## config.mk

```make
export PLATFORM = sky130hd
export DESIGN_NAME = uart_reg_bank
export DESIGN_NICKNAME = d
export VERILOG_FILES = /design/src/rtl/uart_reg_bank.sv
export SDC_FILE = /design/constraint.sdc
export NUM_CORES = 1
export LEC_CHECK = 0
export ABC_AREA = 1
export BUFFER_PORTS_ARGS = -buffer_cell sky130_fd_sc_hd__buf_2
export CORE_MARGIN = 10
export CORE_UTILIZATION = 61
export DETAILED_ROUTE_END_ITERATION = 7
export PLACE_DENSITY = 0.85
export SLEW_MARGIN = 20
export SYNTH_ARGS = -nofsm -noshare
export SYNTH_HDL_FRONTEND = slang
export SYNTH_SLANG_ARGS = --single-unit
```

## constraint.sdc

```tcl
create_clock -name clk_in -period 3.85 [get_ports clk_in]
set_input_delay 0.77 -clock clk_in [delete_from_list [all_inputs] [get_ports clk_in]]
set_output_delay 0.77 -clock clk_in [all_outputs]
set_load 0.01 [all_outputs]
```

## src/rtl/uart_reg_bank.sv

```systemverilog
// Command-driven register bank: decodes UART write/read bursts into NUM_REGS byte registers.
// Writes land one clock after the data byte; read-back streams over valid/ready and holds while not ready.
module uart_reg_bank #(
    parameter int                      NUM_REGS     = 8,
    parameter logic [NUM_REGS*8-1:0]   RESET_VALUES = '0,
    parameter int                      TIMEOUT_CLKS = 2840
) (
    input  logic                    clk_in,
    input  logic                    rst_in_n,
    input  logic                    rx_dv_in,
    input  logic [7:0]              rx_data_in,
    output logic                    tx_valid_out,
    output logic [7:0]              tx_data_out,
    input  logic                    tx_ready_in,
    output logic [NUM_REGS*8-1:0]   regs_out,
    output logic [NUM_REGS-1:0]     wr_strobe_out,
    output logic                    busy_out,
    output logic                    timeout_out
);

    localparam int IW = $clog2(TIMEOUT_CLKS + 1);

    typedef enum logic [1:0] {
        IDLE  = 2'd0,
        WDATA = 2'd1,
        RDATA = 2'd2
    } state_t;

    state_t                  state_q, state_d;
    logic [3:0]              ptr_q, ptr_d;
    logic [2:0]              cnt_q, cnt_d;
    logic [IW-1:0]           idle_q, idle_d;
    logic [NUM_REGS*8-1:0]   regs_q, regs_d;
    logic [NUM_REGS-1:0]     strobe_q, strobe_d;
    logic                    timeout_q, timeout_d;
    logic                    tx_valid_q, tx_valid_d;
    logic [7:0]              tx_data_q, tx_data_d;

    // Addresses beyond the implemented registers read back as zero.
    function automatic logic [7:0] rd_byte(input logic [3:0] addr,
                                           input logic [NUM_REGS*8-1:0] img);
        logic [7:0] r;
        r = 8'h00;
        for (int k = 0; k < NUM_REGS; k++) begin
            if (addr == 4'(k)) r = img[8*k +: 8];
        end
        return r;
    endfunction

    always_comb begin
        state_d    = state_q;
        ptr_d      = ptr_q;
        cnt_d      = cnt_q;
        idle_d     = idle_q;
        regs_d     = regs_q;
        strobe_d   = '0;
        timeout_d  = 1'b0;
        tx_valid_d = tx_valid_q;
        tx_data_d  = tx_data_q;
        case (state_q)
            IDLE: begin
                idle_d     = '0;
                tx_valid_d = 1'b0;
                if (rx_dv_in) begin
                    ptr_d = rx_data_in[3:0];
                    cnt_d = rx_data_in[6:4];
                    if (rx_data_in[7]) begin
                        state_d    = RDATA;
                        tx_valid_d = 1'b1;
                        tx_data_d  = rd_byte(rx_data_in[3:0], regs_q);
                    end else begin
                        state_d = WDATA;
                    end
                end
            end
            WDATA: begin
                // A byte on the expiry cycle wins over the timeout.
                if (rx_dv_in) begin
                    idle_d = '0;
                    for (int k = 0; k < NUM_REGS; k++) begin
                        if (ptr_q == 4'(k)) begin
                            regs_d[8*k +: 8] = rx_data_in;
                            strobe_d[k]      = 1'b1;
                        end
                    end
                    ptr_d = ptr_q + 4'd1;
                    if (cnt_q == 3'd0) state_d = IDLE;
                    else               cnt_d   = cnt_q - 3'd1;
                end else if (idle_q == IW'(TIMEOUT_CLKS - 1)) begin
                    timeout_d = 1'b1;
                    idle_d    = '0;
                    state_d   = IDLE;
                end else begin
                    idle_d = idle_q + 1'b1;
                end
            end
            RDATA: begin
                if (tx_valid_q && tx_ready_in) begin
                    ptr_d = ptr_q + 4'd1;
                    if (cnt_q == 3'd0) begin
                        state_d    = IDLE;
                        tx_valid_d = 1'b0;
                        tx_data_d  = 8'h00;
                    end else begin
                        cnt_d     = cnt_q - 3'd1;
                        tx_data_d = rd_byte(ptr_q + 4'd1, regs_q);
                    end
                end
            end
            default: begin
                state_d    = IDLE;
                idle_d     = '0;
                tx_valid_d = 1'b0;
                tx_data_d  = 8'h00;
            end
        endcase
    end

    always_ff @(posedge clk_in or negedge rst_in_n) begin
        if (!rst_in_n) begin
            state_q    <= IDLE;
            ptr_q      <= '0;
            cnt_q      <= '0;
            idle_q     <= '0;
            regs_q     <= RESET_VALUES;
            strobe_q   <= '0;
            timeout_q  <= 1'b0;
            tx_valid_q <= 1'b0;
            tx_data_q  <= 8'h00;
        end else begin
            state_q    <= state_d;
            ptr_q      <= ptr_d;
            cnt_q      <= cnt_d;
            idle_q     <= idle_d;
            regs_q     <= regs_d;
            strobe_q   <= strobe_d;
            timeout_q  <= timeout_d;
            tx_valid_q <= tx_valid_d;
            tx_data_q  <= tx_data_d;
        end
    end

    assign regs_out      = regs_q;
    assign wr_strobe_out = strobe_q;
    assign timeout_out   = timeout_q;
    assign tx_valid_out  = tx_valid_q;
    assign tx_data_out   = tx_data_q;
    assign busy_out      = (state_q != IDLE);

endmodule

```

* Yosys cells after proc, flatten, opt, wreduce, memory -nomap -nowiden *
Index checks and enable logic that the tools add are counted.

operators by class
  add/subtract/negate cells = 3
  multipliers = 0
  div/mod/pow operators = 0
  order comparisons = 0
  equal/unequal tests = 30
  shifts and indexed selects = 0
  muxes and demuxes = 58
  bitwise logic cells = 1
  reductions and logical operators = 20

operator list
  cell                     number
  $mux W8                  22
  $eq A4 B3 Y1 const B     12
  $reduce_and A3 Y1        10
  $eq A4 B2 Y1 const B     6
  $mux W12                 2
  $pmux W12 S2             1
  $pmux W8 S3              1
  $mux W1                  15
  $add A12 B1 Y12 const B  1
  $eq A12 B12 Y1 const B   1
  $eq A4 B1 Y1 const B     3
  $logic_not A4 Y1         3
  $mux W2                  6
  $mux W3                  4
  $mux W4                  3
  $pmux W4 S3              1
  $ne A2 B2 Y1 const B     5
  $pmux W3 S3              1
  $reduce_and A4 Y1        2
  $pmux W2 S3              1
  $add A4 B1 Y4 const B    1
  $logic_not A3 Y1         1
  $ne A3 B3 Y1 const B     1
  $pmux W1 S3              1
  8 further kinds          8

storage, ports and cells
  register bits after elaboration = 103
  bits in latches = 0
  bits in writable memories = 0
  memory bits (read-only) = 0
  input port bits = 12
  logic and storage cells = 128
  memories kept = 0

* Longest topological paths before layout *
Gate-level depths: netlist (run 1).

  depth after elaboration = 13
  mapped depth = 17
  gate-level depth less buffers = 17

* Worst setup path after synthesis (run 1) *
OpenSTA, ideal clock, no wires.

  path type = input to register
  start = input port rx_data_in[2]
  end = register tx_data_q[6] (netlist: tx_data_out[6])
  library setup time = 0.117 ns
  arrival = 1.991 ns
  data required time = 3.733 ns
  path slack = 1.742 ns
  stages on the path = 13
  cell sequence = buf_4 inv_1 nor2_1 inv_1 nor2_1 inv_1 buf_2 o21ai_0 inv_1 nand2_1 nand2_1 nand2_1 nand2_1

between the ends
  word-level cells in the longest chain between the ends = 12

RTL lines
  what                   RTL line  RTL
  start, declared        11        input logic [7:0] rx_data_in,
  $logic_not A4 Y1       45        if (addr == 4'(k)) r = img[8*k +: 8];
  $mux W8 (7 in series)  45
  $mux W8 *              45
  $mux W8 *              67        if (rx_data_in[7]) begin
  $mux W8 *              64        if (rx_dv_in) begin
  $pmux W8 S3 *          60        case (state_q)
  end signal, assigned   139       tx_data_q <= tx_data_d;
  end, declared          37        logic [7:0] tx_data_q, tx_data_d;

Mark *: on every way between the ends. The rest lies on a longest branch, timed or not. The select of a mux whose other input is x is not followed.
A chain may end at the register's enable or synchronous reset.

* Worst setup path in the final report (run 1) *
  start = register ptr_q[0]
  end = register tx_data_q[0] (netlist: tx_data_out[0])

between the ends
  word-level cells in the longest chain between the ends = 13

RTL lines
  what                    RTL line  RTL
  start, declared         30        logic [3:0] ptr_q, ptr_d;
  start signal, assigned  132       ptr_q <= ptr_d;
  $add A4 B1 Y4 *         106       tx_data_d = rd_byte(ptr_q + 4'd1, regs_q);
  $logic_not A4 Y1        45
  $mux W8 (7 in series)   45
  $mux W8 *               45
  $mux W8 *               100       if (cnt_q == 3'd0) begin
  $mux W8 *               98        if (tx_valid_q && tx_ready_in) begin
  $pmux W8 S3 *           60

Marked as above.

==> flow_summary.json, run 1 <==
{
  "maxSlewHeadroom": 0.3469,
  "clk_path_buf_depth": 2,
  "crit_path_end_kind": "flop",
  "avgSynthCellArea_um2": 7.336,
  "routed_via_density": 5.908,
  "synthCells": 780,
  "drive_gt1_frac": 0.1471,
  "post-synth-top-count-cell": "nand2_1",
  "finish.utilization": 0.6988,
  "clkSlewWorstSetupHoldPaths_ns": 0.11,
  "ctsHtreeMaxLevel": 3,
  "synth_edf_count": 0,
  "finalSetupViolCount": 0,
  "finClkSkew_ns": 0.01714,
  "required_ns": 4.13,
  "max-cap-violations": 0,
  "grt_first_pass_wirelength_um": 30840,
  "drt_wl_total_um": 19600,
  "worstSkewPairLatency_ns": 0.38,
  "worst-path-buf-inv": 2,
  "crit_arrival_ns": 2.98,
  "nets": 892,
  "violations": "design-rule violations",
  "dieWidth_um": 116.9,
  "dp_slack_ns": 1.021,
  "tightest_slew_ns": 0.9760,
  "final-max-slew-violation-count": 0,
  "gr-total-overflow": 0,
  "grt_pass1_vias": 5610,
  "numPortBuffers": 94,
  "syn_area_mm2": 0.005722,
  "path_max_fanout": 14,
  "timing.fmax_mhz": 369.3,
  "dp.cells": 965,
  "holdPathStages": 2,
  "outcome": "complete, but fails checks",
  "synth_cell_types": 36,
  "numCtsBuffers": 9,
  "initial_utilization": 0.6222,
  "async_reset_ff_frac": 1.000,
  "dieHeight_um": 116.9,
  "num_io_pins": 95,
  "p_leak_nw": 3.380,
  "synth_area_leaders": "dfrtp_1 45%, nand2_1 14%, o21ai_0 9.3%, inv_1 7.9%, nor2_1 3.6%",
  "path_cells": "ha_1 -> xnor2_2 -> buf_4 -> nand3_1 -> o21ai_0 -> inv_1 -> nand2_1 -> nand4_1 -> nand2_1 -> nand2_1 -> nand2_1 -> nand2_1 -> nand2_1 -> nand2_1",
  "finalCritPeriodShare": 0.7033,
  "cts_hold_buffers": 0,
  "vias": 5796,
  "hold_viol_final": 0,
  "area_delta_synth_final_pct": 12.31,
  "busiest_layer": "met2",
  "cts.repair.resized": 0,
  "power_mw": 4.868,
  "synth_seq_area_share": 0.4505,
  "holdWs_ns": 0.4926,
  "gp_congestion": 1.025,
  "critPathMaxStageDelay_ns": 0.49,
  "ys_ff_latch": 103,
  "wl_per_cell_um": 19.98,
  "worst_path_max_delay_cell": "dfrtp_1",
  "rows": 35,
  "grtUsageMet2": 0.4601,
  "reg2regPathDepth": 14,
  "tritoncts": "done",
  "drc": 2,
  "drt_pass1_iterations": 8,
  "cts_sinks": 103,
  "die_area_mm2": 0.01365,
  "grt_usage": 0.2971,
  "fin_crit_ns": 2.708,
  "setup_tns_ns": 0,
  "path_class": "reg2reg",
  "min_path_type": "reg2reg",
  "grt_max_degree": 68,
  "placed_area_mm2": 0.006254,
  "ir_worst_vdd_mv": 0.4558,
  "final_area_mm2": 0.006426,
  "yosysTopAreaCellShare": 0.4505,
  "post_cts_buffers": 0,
  "rsz0062_at_grt": "false",
  "use_met1": 0.3838,
  "cellPowerDensity_mw_per_mm2": 757.6,
  "cpMostUsedCell": "nand2_1",
  "yosys-top-cells-count": "209 x nand2_1, 120 x inv_1, 106 x o21ai_0, 103 x dfrtp_1, 55 x nor2_1",
  "hpwl_um": 14850,
  "ant_nets": 0,
  "synth_area_leader_cell": "dfrtp_1",
  "root_buffer": "clkbuf_8",
  "synth_flop_cell": "dfrtp_1",
  "crit_family": "simple AND/OR/NAND/NOR gates",
  "synth.net_count": 807,
  "setup_slack_ns": 1.142,
  "layout.cells.non_filler": 981,
  "diodes": 0,
  "fp.coreArea_mm2": 0.009196,
  "yosys_warnings": 0,
  "critPathLaunchType": "flop",
  "met3_usage": 0.06983,
  "grt_antenna_before_repair": 0,
  "crit_cells": 14,
  "drtIter0Drc": 734
}
## placed cells by master, fill, tap and decap left out, types with 2 or more instances in the layout
| cell type | Yosys | layout |
|---|---|---|
| nor4_1 | 2 | 2 |
| buf_4 | 2 | 6 |
| buf_2 | 12 | 93 |
| or2_2 | 4 | 4 |
| o221ai_1 | 2 | 2 |
| a21oi_1 | 19 | 19 |
| nor2_1 | 55 | 54 |
| a31oi_1 | 2 | 2 |
| inv_1 | 120 | 120 |
| nand3_1 | 36 | 36 |
| clkbuf_1 | 10 | 2 |
| ha_1 | 15 | 15 |
| xor2_1 | 3 | 3 |
| o21ai_0 | 106 | 106 |
| o21ai_1 | 12 | 12 |
| dfrtp_1 | 103 | 103 |
| inv_2 | 3 | 3 |
| a211oi_1 | 2 | 2 |
| nand2_1 | 209 | 209 |
| nor3_1 | 14 | 14 |
| nor2_2 | 2 | 3 |
| clkbuf_8 | 0 | 9 |
| o22ai_1 | 3 | 3 |
| nand4_1 | 18 | 18 |
| inv_6 | 0 | 3 |
| clkinv_1 | 2 | 2 |
| o211ai_1 | 13 | 13 |
## state kept, by name (all words and copies together), names as in the netlist
| signal | count |
|---|---|
| ptr_q | 4 |
| wr_strobe_out | 8 |
| cnt_q | 3 |
| state_q | 2 |
| tx_valid_out | 1 |
| timeout_out | 1 |
| regs_out | 64 |
| tx_data_out | 8 |
| idle_q | 12 |
## cells by family (layout without fill, tap and decap cells)
logic type | after synthesis | in the layout | synth area share
flip-flops | 103 | 103 | 0.4505
AO/OA/AOI/OAI | 163 | 163 | 0.1542
AND/OR/NAND/NOR | 345 | 345 | 0.2526
adder cells (fa/ha/maj) | 15 | 15 | 0.03280
buffers and inverters | 150 | 240 | 0.1026
XOR/XNOR | 4 | 4 | 0.007437
## layout make-up
cell class,instances,area (um^2)
multi-input cells,527,2560
well taps,111,138.9
inverters,125,469.2
flip-flops and latches,103,2577
clock buffers,11,131.4
clock inverters,5,38.79
fillers,806,2770
repair buffers,99,510.5
## metal layers
layer / part of all wire / vias up / wire [um]
met5: 0 / - / 0
met2: 0.46 / 387 / 8928
met4: 0.045 / 0 / 873
met1: 0.39 / 2666 / 7720
met3: 0.11 / 69 / 2076
li1: - / 2674 / -
## worst reg2reg max path: cells and delay by family (launching register included)
family                   cells  cell delay (ns)
AO/OA/AOI/OAI                1             0.20
XOR/XNOR                     1             0.27
adder cells (fa/ha/maj)      1             0.29
buffers and inverters        2             0.30
flip-flops                   1             0.49
AND/OR/NAND/NOR              9             1.04
## final timing paths
| check | startpoint | end | slack, ns |
|---|---|---|---|
| hold reg to reg | tx_data_out[7] | tx_data_out[7] | 0.49 |
| setup / recovery | ptr_q[0] | tx_data_out[0] | 1.14 |
| min in group asynchronous | rst_in_n | regs_out[30] | 0.50 |
| setup reg to reg | ptr_q[0] | tx_data_out[0] | 1.14 |
| hold / removal | tx_data_out[7] | tx_data_out[7] | 0.49 |
| max in group asynchronous | rst_in_n | state_q[0] | 2.53 |
## power by group
part | switching (mW) | internal, mW | total, mW
Combinational | 1.66 | 0.776 | 2.44
Clock | 0.398 | 0.243 | 0.641
Sequential | 0.362 | 1.43 | 1.79
Note: power is estimated with default switching activity, not from simulation.
==> run 2, diff against run 1 <==
--- a/config.mk
+++ b/config.mk
@@ -8,9 +8,9 @@
 export ABC_AREA = 1
 export BUFFER_PORTS_ARGS = -buffer_cell sky130_fd_sc_hd__buf_2
 export CORE_MARGIN = 10
-export CORE_UTILIZATION = 61
+export CORE_UTILIZATION = 51
 export DETAILED_ROUTE_END_ITERATION = 7
-export PLACE_DENSITY = 0.85
+export PLACE_DENSITY = 0.76
 export SLEW_MARGIN = 20
 export SYNTH_ARGS = -nofsm -noshare
 export SYNTH_HDL_FRONTEND = slang
==> constraint.sdc (replaced) <==
create_clock -name clk_in -period 2.25 [get_ports clk_in]
set_input_delay 0.45 -clock clk_in [delete_from_list [all_inputs] [get_ports clk_in]]
set_output_delay 0.45 -clock clk_in [all_outputs]
set_load 0.01 [all_outputs]
==> flow_summary.json, run 2 (same netlist as run 1, synthesis figures left out) <==
{
  "grt_pass1_vias": 5458,
  "routed_via_density": 5.435,
  "p_leak_nw": 3.669,
  "area_delta_synth_final_pct": 21.98,
  "crit_arrival_ns": 2.36,
  "dieWidth_um": 125.9,
  "numPortBuffers": 94,
  "drive_gt1_frac": 0.1930,
  "tritoncts": "done",
  "final-max-slew-violation-count": 0,
  "worst_path_max_delay_cell": "dfrtp_1",
  "final_area_mm2": 0.006979,
  "grt_max_degree": 42,
  "r2r_slack_ns": 0.13,
  "cpMostUsedCell": "nand2_1",
  "largest_reg_flops": 64,
  "gp_congestion": 1.021,
  "finClkSkew_ns": 0.004785,
  "final_common_cell": "nand2_1",
  "path_cells": "nand3_1 -> nand2_1 -> nand2_2 -> buf_6 -> buf_4 -> nand4_1 -> nand3_1 -> nand3_1 -> nand2_1 -> nand2_1 -> nand2_1 -> nand2_1 -> nand2_1 -> nand2_1 -> nand2_1 -> nand2_1 -> nand2_1",
  "pwr-share-clk": 0.177,
  "tightest_slew_ns": 0.4691,
  "rows": 38,
  "max-cap-violations": 0,
  "drt_pass1_iterations": 6,
  "critPathMaxStageDelay_ns": 0.52,
  "swShare": 0.4520,
  "seq_power_share": 0.331,
  "path_class": "reg2reg",
  "crit_family": "simple AND/OR/NAND/NOR gates",
  "maxSlewHeadroom": 0.6861,
  "num_io_pins": 95,
  "critPathLaunchType": "flop",
  "finalCritPeriodShare": 0.9419,
  "layout.cells.non_filler": 1052,
  "drt_wl_total_um": 18740,
  "final_cell_mix": "206 x nand2_1, 119 x inv_1, 104 x o21ai_0",
  "grt_first_pass_wirelength_um": 29720,
  "cellPowerDensity_mw_per_mm2": 1308,
  "initial_utilization": 0.5232,
  "placed_area_mm2": 0.006608,
  "ctsHtreeMaxLevel": 3,
  "grt_usage": 0.2315,
  "cts_sinks": 103,
  "required_ns": 2.49,
  "gr-total-overflow": 0,
  "r2r-end": "tx_data_out[7]",
  "die_area_mm2": 0.01586,
  "intPower_mw": 5.003,
  "finalSetupViolCount": 0,
  "grt_antenna_before_repair": 0,
  "wl_per_cell_um": 17.81,
  "fin_crit_ns": 2.119,
  "worstSkewPairLatency_ns": 0.35,
  "outcome": "completed",
  "dieHeight_um": 125.9,
  "vias": 5718,
  "clkSlewWorstSetupHoldPaths_ns": 0.07,
  "diodes": 0,
  "dp.cells": 1033,
  "nets": 934,
  "path_max_fanout": 9,
  "finish.utilization": 0.6382,
  "ant_nets": 0,
  "reg2regPathDepth": 17,
  "min_path_type": "in2async",
  "worst-path-buf-inv": 2,
  "clk_path_buf_depth": 2,
  "p_switching_mw": 4.127,
  "drtIter0Drc": 678,
  "drc": 0,
  "ir_worst_vdd_mv": 0.8298,
  "worstReg2RegStart": "ptr_q[2]",
  "hpwl_um": 14450,
  "rsz0062_at_grt": "true",
  "p_comb_frac": 0.492,
  "numCtsBuffers": 9,
  "hold_viol_final": 0,
  "fp.coreArea_mm2": 0.01094,
  "crit_path_end_kind": "flop",
  "timing.fmax_mhz": 471.8,
  "root_buffer": "clkbuf_16"
}
run 2: cell count changes in the layout (fill, tap and decap cells not counted), moves of 2 or more:
cell / before / now
clkbuf_16: 0 / 9
nand2_2: 1 / 3
nand2_1: 209 / 206
o21ai_1: 12 / 14
o21ai_0: 106 / 104
inv_6: 3 / 0
clkbuf_1: 2 / 0
clkbuf_8: 9 / 2
buf_4: 6 / 45
buf_12: 0 / 2
run 2: worst max-delay path by stage:
stage	startpoint	to	depth (start not counted)
2_1_floorplan	ptr_q[0]	tx_data_out[4]	13
3_3_place_gp	ptr_q[0]	tx_data_out[3]	16
3_5_place_dp	ptr_q[0]	tx_data_out[3]	16
4_1_cts	ptr_q[0]	tx_data_out[3]	16
5_1_grt	ptr_q[0]	tx_data_out[3]	18
6_report	ptr_q[2]	tx_data_out[7]	17
run 2: repair_timing:
item,CTS,global route
setup buffers,0,3
setup endpoints to repair,0,7
hold buffers,0,0
gates resized for setup,0,12
run 2: layout make-up:
cell class                      instances  area (um^2)
Tap cell                              140        175.2
Sequential cell                       103         2577
Inverter                              125        471.7
Clock buffer                           11        252.7
Fill cell                            1002         3956
Multi-Input combinational cell        527         2591
Clock inverter                          5        56.30
Timing Repair Buffer                  141        854.6
run 2: per-layer routing:
metal / wire, um / global-route usage
met5: 0 / 0
met4: 566 / 0.09109
met3: 1658 / 0.05243
met2: 8708 / 0.3634
met1: 7805 / 0.3037
run 2: metrics by stage:
stage	TNS, ns	hold slack, ns	setup slack, ns	power (mW)
after floorplan	0	0.1544	0.2160	5.527
after global placement	0	0.4309	0.08494	7.278
after detailed placement	0	0.4350	0.05902	7.337
after CTS	0	0.06221	0.02553	8.981
after global routing	-0.02920	0.07308	-0.02086	9.803
final	0	0.05033	0.1306	9.130
run 2: power groups by stage:
stage,Combinational (mW),Clock (mW),Sequential [mW]
after global placement,4.26,0,3.02
final,4.49,1.61,3.02
after CTS,4.34,1.64,3.00
after floorplan,2.40,0,3.13
after global routing,5.01,1.70,3.09
after detailed placement,4.30,0,3.03
